`src/rtl/simd_pkg.sv`:
```
// Shared types and constants for the SIMD dot-product/ReLU sequencer.
// relu_sat converts a raw accumulator into the clamped, non-negative result.
package simd_pkg;

   localparam int unsigned LANES  = 4;
   localparam int unsigned DATA_W = 16;
   localparam int unsigned FRAC   = 8;
   localparam int unsigned ACC_W  = 40;
   localparam int unsigned ADDR_W = 8;

   localparam logic signed [ACC_W-1:0] RES_MAX = ACC_W'((64'(1) << (DATA_W - 1)) - 64'(1));

   typedef enum logic [1:0] {
      IDLE,
      FETCH,
      DRAIN,
      OUTPUT
   } state_e;

   typedef struct packed {
      logic [DATA_W-1:0] data;
      logic              sat;
   } res_t;

   // Scale by FRAC, clamp negatives to zero and large positives to max.
   function automatic res_t relu_sat(input logic signed [ACC_W-1:0] acc);
      logic signed [ACC_W-1:0] s;
      res_t                    r;
      s = acc >>> FRAC;
      r = '0;
      if (s[ACC_W-1]) begin
         r = '0;
      end else if (s > RES_MAX) begin
         r.data = DATA_W'(RES_MAX);
         r.sat  = 1'b1;
      end else begin
         r.data = s[DATA_W-1:0];
      end
      return r;
   endfunction

endpackage

```
`src/rtl/simd_lane_mac.sv`:
```
// Combinational LANES-wide signed multiply with a sign-extended lane sum.
module simd_lane_mac #(
   parameter int unsigned LANES  = 4,
   parameter int unsigned DATA_W = 16,
   parameter int unsigned ACC_W  = 40
) (
   input  logic        [LANES*DATA_W-1:0] a,
   input  logic        [LANES*DATA_W-1:0] b,
   output logic signed [ACC_W-1:0]        sum_c
);

   logic signed [2*DATA_W-1:0] prod [LANES];

   always_comb begin
      sum_c = '0;
      for (int i = 0; i < int'(LANES); i++) begin
         prod[i] = $signed(a[i*DATA_W +: DATA_W]) * $signed(b[i*DATA_W +: DATA_W]);
         sum_c   = sum_c + $signed({{(ACC_W - 2*DATA_W){prod[i][2*DATA_W-1]}}, prod[i]});
      end
   end

endmodule

```
`src/rtl/simd_dot_seq_ctrl.sv`:
```
// Sequencer: streams LEN operand words from the buffer, accumulates lane dot
// products and presents one ReLU'd, saturated result on a valid/ready port.
module simd_dot_seq_ctrl
   import simd_pkg::*;
(
   input  logic                    clk,
   input  logic                    rst_n,
   input  logic                    start,
   input  logic [ADDR_W-1:0]       base_addr,
   input  logic [ADDR_W-1:0]       len,
   output logic                    busy,
   output logic                    rd_en,
   output logic [ADDR_W-1:0]       rd_addr,
   input  logic [LANES*DATA_W-1:0] rd_data_a,
   input  logic [LANES*DATA_W-1:0] rd_data_b,
   output logic                    res_valid,
   input  logic                    res_ready,
   output logic [DATA_W-1:0]       res_data,
   output logic                    res_sat
);

   state_e                  state_q, state_d;
   logic                    busy_q, busy_d;
   logic                    rd_en_q, rd_en_d;
   logic [ADDR_W-1:0]       rd_addr_q, rd_addr_d;
   logic                    rd_vld_q, rd_vld_d;
   logic [ADDR_W-1:0]       ptr_q, ptr_d;
   logic [ADDR_W-1:0]       cnt_q, cnt_d;
   logic signed [ACC_W-1:0] acc_q, acc_d;
   logic                    res_valid_q, res_valid_d;
   logic [DATA_W-1:0]       res_data_q, res_data_d;
   logic                    res_sat_q, res_sat_d;
   logic signed [ACC_W-1:0] lane_sum_c;
   res_t                    relu_r;

   simd_lane_mac #(
      .LANES  (LANES),
      .DATA_W (DATA_W),
      .ACC_W  (ACC_W)
   ) u_mac (
      .a     (rd_data_a),
      .b     (rd_data_b),
      .sum_c (lane_sum_c)
   );

   always_ff @(posedge clk or negedge rst_n) begin
      if (!rst_n) begin
         state_q     <= IDLE;
         busy_q      <= 1'b0;
         rd_en_q     <= 1'b0;
         rd_addr_q   <= '0;
         rd_vld_q    <= 1'b0;
         ptr_q       <= '0;
         cnt_q       <= '0;
         acc_q       <= '0;
         res_valid_q <= 1'b0;
         res_data_q  <= '0;
         res_sat_q   <= 1'b0;
      end else begin
         state_q     <= state_d;
         busy_q      <= busy_d;
         rd_en_q     <= rd_en_d;
         rd_addr_q   <= rd_addr_d;
         rd_vld_q    <= rd_vld_d;
         ptr_q       <= ptr_d;
         cnt_q       <= cnt_d;
         acc_q       <= acc_d;
         res_valid_q <= res_valid_d;
         res_data_q  <= res_data_d;
         res_sat_q   <= res_sat_d;
      end
   end

   always_comb begin
      state_d = state_q;
      case (state_q)
         IDLE:    if (start) state_d = (len != '0) ? FETCH : OUTPUT;
         FETCH:   if (cnt_q == ADDR_W'(1)) state_d = DRAIN;
         DRAIN:   state_d = OUTPUT;
         OUTPUT:  if (res_valid_q && res_ready) state_d = IDLE;
         default: state_d = IDLE;
      endcase
   end

   // Read data lands one cycle after rd_en, so accumulation trails the strobe by one.
   always_comb begin
      busy_d      = busy_q;
      rd_en_d     = 1'b0;
      rd_addr_d   = rd_addr_q;
      rd_vld_d    = rd_en_q;
      ptr_d       = ptr_q;
      cnt_d       = cnt_q;
      acc_d       = rd_vld_q ? (acc_q + lane_sum_c) : acc_q;
      res_valid_d = res_valid_q;
      res_data_d  = res_data_q;
      res_sat_d   = res_sat_q;
      relu_r      = relu_sat(acc_d);
      case (state_q)
         IDLE: begin
            if (start) begin
               busy_d = 1'b1;
               ptr_d  = base_addr;
               cnt_d  = len;
               acc_d  = '0;
            end
         end
         FETCH: begin
            rd_en_d   = 1'b1;
            rd_addr_d = ptr_q;
            ptr_d     = ptr_q + ADDR_W'(1);
            cnt_d     = cnt_q - ADDR_W'(1);
         end
         OUTPUT: begin
            if (!res_valid_q) begin
               res_valid_d = 1'b1;
               res_data_d  = relu_r.data;
               res_sat_d   = relu_r.sat;
            end else if (res_ready) begin
               res_valid_d = 1'b0;
               busy_d      = 1'b0;
            end
         end
         default: ;
      endcase
   end

   assign busy      = busy_q;
   assign rd_en     = rd_en_q;
   assign rd_addr   = rd_addr_q;
   assign res_valid = res_valid_q;
   assign res_data  = res_data_q;
   assign res_sat   = res_sat_q;

endmodule

```
`config.mk`:
```
export PLATFORM = sky130hd
export DESIGN_NAME = simd_dot_seq_ctrl
export DESIGN_NICKNAME = d
export VERILOG_FILES = /design/src/rtl/simd_pkg.sv /design/src/rtl/simd_lane_mac.sv /design/src/rtl/simd_dot_seq_ctrl.sv
export SDC_FILE = /design/constraint.sdc
export NUM_CORES = 2
export LEC_CHECK = 0
export BUFFER_PORTS_ARGS = -buffer_cell sky130_fd_sc_hd__buf_4
export CORE_UTILIZATION = 41
export CTS_CLUSTER_SIZE = 25
export DETAILED_ROUTE_END_ITERATION = 8
export PLACE_DENSITY_LB_ADDON = 0.08
export SLEW_MARGIN = 20
export SYNTH_ARGS = -nofsm -noshare
export SYNTH_HDL_FRONTEND = slang
export SYNTH_SLANG_ARGS = --single-unit
```
`constraint.sdc`:
```
create_clock -name clk -period 7.15 [get_ports clk]
set_clock_uncertainty 0.2 [all_clocks]
set_input_delay 0.715 -clock clk [delete_from_list [all_inputs] [get_ports clk]]
set_output_delay 0.715 -clock clk [all_outputs]
set_load 0.03 [all_outputs]
```
; After elaboration in Yosys (flattened, before gate mapping)
; Index checks and enable logic that the tools add are counted.
[word_totals]
ff_bits = 87
word_cells = 63
input_bits = 148
[op_classes]
bitwise = 1
multipliers = 4
n_addsub = 6
muxes = 22
reduce_logical = 9
magnitude_cmp = 1
n_eq_ne = 9
[op_table]
columns = cell, n
row1 = multiplier 16 x 16 -> 32 bit, 4
row2 = 2-to-1 mux 40 bit, 3
row3 = adder 40 x 32 -> 40 bit, 1
row4 = adder 40 bit, 1
row5 = adder 33 x 32 -> 34 bit, 1
row6 = adder 32 x 32 -> 33 bit, 1
row7 = "> comparator 32 x 16 -> 1 bit, second input constant", 1
row8 = case mux 8 bit (2 select lines), 2
row9 = 2-to-1 mux 17 bit, 1
row10 = 2-to-1 mux 16 bit, 1
row11 = 2-to-1 mux 8 bit, 2
row12 = "!= test 2 bit, second input constant", 5
row13 = "adder 8 x 1 -> 8 bit, second input constant", 1
row14 = "== test 8 x 1 -> 1 bit, second input constant", 1
row15 = 2-to-1 mux 2 bit, 4
row16 = case mux 2 bit (4 select lines), 1
row17 = nonzero test 8 bit, 1
row18 = "subtractor 8 x 1 -> 8 bit, second input constant", 1
row19 = 2-to-1 mux 1 bit, 7
row20 = "== test 2 bit, second input constant", 2
row21 = AND reduction 2 bit, 2
row22 = AND reduction 4 bit, 1
row23 = nonzero test 2 bit, 2
row24 = AND reduction 3 bit, 1
row25 = 5 further kinds, 5

; Depth between registers and ports, before layout
[depth]
word_depth = 9
mapped_depth = 53
depth_no_buf = 49

; By module
; Synthesis repeated with hierarchy kept, for this count alone.
[unflattened]
hier_cells = 4959
area_unflattened_um2 = 47274.1
[modules_own_cells]
columns = mod, n_inst, area_per_inst_um2, seq_area_each_um2, cells_per_inst
row1 = simd_lane_mac, 1, 40785.4, 0.0, 4196
row2 = simd_dot_seq_ctrl, 1, 6488.7, 2177.1, 763

; Worst setup path before layout
; OpenSTA, ideal clock, no wires.
[synth_path]
path_type = input -> register
from = input rd_data_a[47]
to = register res_data_q[10] (netlist: res_data[10])
n_path_buf = 2
slack_ns = -7.409
cell_stages = 48
arrival_ns = 14.225
setup_ns = 0.134
path_cell_list = clkbuf_1 > nand2_1 > fa_1 > inv_1 > fa_1 > fa_1 > inv_1 > fa_1 > inv_1 > fa_1 > fa_1 > fa_1 > fa_1 > inv_1 > fa_1 > inv_1 > ha_1 > a211o_1 > (+12 left out) > ha_1 > fa_1 > inv_1 > fa_1 > fa_1 > inv_1 > ha_1 > nand3_1 > nand2b_1 > or3_1 > a31o_1 > a21oi_1 > a21o_1 > a21oi_2 > xnor3_1 > a21oi_4 > buf_6 > o221ai_2
[synth_between]
elab_chain_len = 8
[synth_lines]
columns = item, line
row1 = start: declaration, simd_dot_seq_ctrl.sv:14  ; input logic [LANES*DATA_W-1:0] rd_data_a,
row2 = multiplier 16 x 16 -> 32 bit (*), simd_lane_mac.sv:17  ; prod[i] = $signed(a[i*DATA_W +: DATA_W]) * $signed(b[i*DATA_W +: DATA_W]);
row3 = adder 33 x 32 -> 34 bit (*), simd_lane_mac.sv:18  ; sum_c = sum_c + $signed({{(ACC_W - 2*DATA_W){prod[i][2*DATA_W-1]}}, prod[i]});
row4 = adder 40 x 32 -> 40 bit (*), simd_lane_mac.sv:18
row5 = adder 40 bit (*), simd_dot_seq_ctrl.sv:93  ; acc_d = rd_vld_q ? (acc_q + lane_sum_c) : acc_q;
row6 = 2-to-1 mux 40 bit (*), simd_dot_seq_ctrl.sv:93
row7 = > comparator 32 x 16 -> 1 bit, simd_pkg.sv:33  ; end else if (s > RES_MAX) begin
row8 = 2-to-1 mux 16 bit, simd_pkg.sv:33
row9 = 2-to-1 mux 17 bit (*), simd_pkg.sv:31  ; if (s[ACC_W-1]) begin
row10 = end signal: assignment, simd_dot_seq_ctrl.sv:69  ; res_data_q <= res_data_d;
row11 = end: declaration, simd_dot_seq_ctrl.sv:31  ; logic [DATA_W-1:0] res_data_q, res_data_d;
; Every way passes the cells marked *; elsewhere a longest branch is shown, timed or not.
; A chain may end at the register's enable or synchronous reset.

; Worst setup path after layout
[layout_path]
from = input rd_data_b[32]
to = register res_data_q[6] (netlist: res_data[6])
[layout_between]
elab_chain_len = 8
[layout_lines]
columns = item, line
row1 = start: declaration, simd_dot_seq_ctrl.sv:15  ; input logic [LANES*DATA_W-1:0] rd_data_b,
row2 = multiplier 16 x 16 -> 32 bit (*), simd_lane_mac.sv:17
row3 = adder 33 x 32 -> 34 bit (*), simd_lane_mac.sv:18
row4 = adder 40 x 32 -> 40 bit (*), simd_lane_mac.sv:18
row5 = adder 40 bit (*), simd_dot_seq_ctrl.sv:93
row6 = 2-to-1 mux 40 bit (*), simd_dot_seq_ctrl.sv:93
row7 = > comparator 32 x 16 -> 1 bit, simd_pkg.sv:33
row8 = 2-to-1 mux 16 bit, simd_pkg.sv:33
row9 = 2-to-1 mux 17 bit (*), simd_pkg.sv:31
; Marks and branches as above.

==> impl_metrics.csv <==
group,metric,value,unit
outcome,status,"complete, but fails checks",
outcome,violations,"negative setup slack",
critical_path,critPathKind,"input pin to flip-flop",
critical_path,required,7.18,ns
clock_tree,clk_pin_slew_worst_paths,0.08,ns
placed_design,dp_slack,-7.46,ns
clock_tree,htreeDepth,3,
timing,hold_viol,0,
clock_tree,clockBufferDepth,2,
clock_tree,cts_root_buf,"clkbuf_16",
synth,yosysWarnings,0,
timing,max_freq,71.4,MHz
detailed_routing,first_pass_iters,5,
global_routing,grt_pass1_vias,37759,
detailed_routing,viasPerCell,4.76,
synth,synth_area_leader_cell,"fa_1",
synth,synth_cell_types,75,
flow_run,drv_cap,0,
timing,rsz0062_at_grt,"yes",
critical_path,r2r-end,"res_data[6]$_DFFE_PN0P_",
synth,synthArstFlopShare,1.00,
detailed_routing,ant_nets,0,
global_routing,grt_util_all_layers,0.232,
critical_path,cp-end-kind,"flip-flop",
timing,fin_ws,-6.86,ns
floorplan,ios,176,
critical_path,crit_buf_inv,12,
global_routing,grt_first_pass_wirelength,212000,µm
synth,synth_seq_cells,87,
floorplan,die_x,344,µm
synth,syn_area_per_cell,9.52,µm²
timing,drv_slew,0,
placed_design,gp_congestion,0.865,
critical_path,critical-path-max-stage-delay,0.55,ns
detailed_routing,via_count,34374,
detailed_routing,wl_per_cell,17.9,µm
critical_path,critPathTopFamily,"adder cells",
detailed_routing,drt_iter0_drc,1423,
synth,ys_seq_area_frac,0.0453,
timing,setup_viol,52,
detailed_routing,drc,0,
floorplan,fp-row-count,125,
timing,worstMarginPinSlew,1.14,ns
critical_path,crit_top_cell,"fa_1",
finish,drive_gt1_frac,0.208,
timing,min_period,14.01,ns
synth,yosys.area.top_type_share,0.542,
finish,num-nets-final,7455,
critical_path,r2r-start,"acc_q[13]$_DFF_PN0_",
global_routing,grt_max_degree,58,
floorplan,start_util,0.413,
placed_design,hpwl,117000,µm
synth,synth_area_leaders,"fa_1 (54%), inv_1 (11%), ha_1 (8.4%)",
floorplan,die_h,344,µm
placed_design,port_buffers,175,
hold_path,hp-class,"input pin to async pin",
detailed_routing,wirelength,129000,µm
placed_design,place_inst,7146,
clock_tree,cts_hold_buf,0,
clock_tree,cts_sinks,87,
critical_path,worstRegToRegCells,22,
critical_path,cp_slowest_cell,"or4_4",
global_routing,antenna_found_initial,3,
synth,dominantRegCellSynth,"dfrtp_1",
critical_path,worstPathArrival,14.04,ns
floorplan,die_area,119000,µm²
critical_path,crit_path_start,"rd_data_b[32]",
timing,post-route-period-util,1.96,
clock_tree,clk_latency,0.38,ns
timing,maxSlewHeadroom,0.230,
synth,synth-edff-count,0,
clock_tree,cts_made_buffers,9,
clock_tree,cts_tree,"yes",
critical_path,start_kind,"input pin",
global_routing,overflow,0,
finish,stdcell_count,7214,
synth,syn_inst,5043,
critical_path,r2r_slack,0.42,ns
synth,syn_nets,6812,
critical_path,path_max_fanout,8,
floorplan,coreArea,116000,µm²
synth,syn_area,48000,µm²
finish,area_delta_synth_final,21.2,%
## worst register-to-register path, delay by kind of cell, from the launching register on
kind	cells	cell delay, ns
fa+ha+maj	7	3.04
simple gates	7	1.52
compound gates	3	1.12
buf+inv	5	0.38
flops	1	0.37
## through the flow
stage	setup TNS [ns]	instance area [µm²]	hold WS (ns)	utilization
6_report	-281.61	58200	0.0770	0.501
3_5_place_dp	-311.39	55800	0.177	0.480
5_1_grt	-299.59	58200	0.109	0.501
3_3_place_gp	-304.02	55800	0.163	0.480
2_1_floorplan	-258.40	49000	0.219	-
4_1_cts	-278.98	57300	0.0887	0.493
## synth_stat cells (3+ instances only)
library cell	instances
inv_1	1456
nor2b_1	13
or4_1	4
nand2b_1	58
nor2_1	91
o211ai_1	10
dfrtp_1	87
and4_1	4
o22ai_1	10
nand4_1	3
mux2i_1	26
a2111oi_2	3
o21ai_0	49
a21oi_1	88
clkbuf_1	154
o31ai_1	3
and3_1	11
xnor2_1	55
xor2_1	29
ha_1	321
buf_1	5
o21a_1	12
o21bai_1	6
o221ai_2	10
nand3_1	33
buf_2	3
a311oi_1	3
a21o_1	23
fa_1	1300
mux2_2	9
nor3_1	19
a211o_1	6
and2_1	484
or3_1	7
o21ai_1	5
nor4_1	5
a31oi_1	20
o221ai_1	4
a22oi_1	15
a211oi_1	13
nand2_1	542
## final cells by class
class	instances	area (µm²)
inverters	1456	5470
clock buffers	10	229
repair buffers	797	6630
multi-input cells	3335	41700
fillers	11203	58000
well taps	1524	1910
flip-flops and latches	87	2180
clock inverters	4	25.0
diodes	1	2.50
## worst max path at each step
stage                               end  slack [ns]  cells past startpoint
2_1_floorplan  res_data[10]$_DFFE_PN0P_       -6.64                     48
3_3_place_gp    res_data[0]$_DFFE_PN0P_       -7.15                     49
3_5_place_dp    res_data[0]$_DFFE_PN0P_       -7.46                     49
4_1_cts         res_data[0]$_DFFE_PN0P_       -6.84                     50
5_1_grt         res_data[6]$_DFFE_PN0P_       -7.23                     49
6_report        res_data[6]$_DFFE_PN0P_       -6.86                     50
## layout by cell type (no fill, tap or decap), types with 8 or more instances in the layout
| master | instances |
|---|---|
| xor2_2 | 8 |
| and2_4 | 24 |
| buf_6 | 70 |
| nor2_1 | 84 |
| a21o_1 | 23 |
| o21ai_2 | 10 |
| o22ai_1 | 10 |
| nand2_1 | 532 |
| mux2i_1 | 24 |
| ha_4 | 58 |
| a21oi_2 | 34 |
| clkbuf_16 | 10 |
| nand3_1 | 29 |
| nor2b_1 | 11 |
| o21ai_0 | 29 |
| inv_2 | 57 |
| and2_1 | 460 |
| buf_12 | 20 |
| nor3_1 | 14 |
| inv_1 | 1397 |
| a21oi_4 | 11 |
| fa_1 | 1257 |
| a22oi_1 | 15 |
| nand2b_1 | 56 |
| buf_4 | 697 |
| dfrtp_1 | 86 |
| a31oi_1 | 14 |
| o211ai_1 | 10 |
| xnor2_1 | 44 |
| ha_1 | 258 |
| a21oi_1 | 46 |
| xor2_1 | 21 |
| mux2_2 | 8 |
| o21a_1 | 12 |
| o21ai_1 | 12 |
| o221ai_2 | 13 |
| fa_2 | 43 |
## per-layer routing
layer / GRT usage / wire [µm]
met5: 0 / 27
met4: 0.0189 / 1170
met3: 0.0149 / 3790
met2: 0.395 / 64700
met1: 0.339 / 59300
## cell families after synthesis
logic type	after synthesis	synth area share
fa+ha+maj	1621	0.626
compound gates	315	0.0456
flops	87	0.0453
buf+inv	1621	0.127
simple gates	1279	0.133
mux	35	0.00753
xor+xnor	85	0.0158
## sequential cells by signal (all words and copies together), names as in the netlist
register / flops
ptr_q: 8
rd_addr: 8
res_valid: 1
res_sat: 1
res_data: 16
busy: 1
cnt_q: 8
rd_en: 1
rd_vld_q: 1
acc_q: 40
state_q: 2
## repair_timing
item / 4_1_cts / 5_1_grt
resized for setup: 219 / 164
setup endpoints to repair: 52 / 53
cloned: 3 / 1
pin swaps: 121 / 99
buffers inserted: 26 / 30
endpoints found under the hold margin: 0 / 0
Power is not shown: default switching activity piles up to over one toggle a cycle in this logic, so the estimate is an artifact.
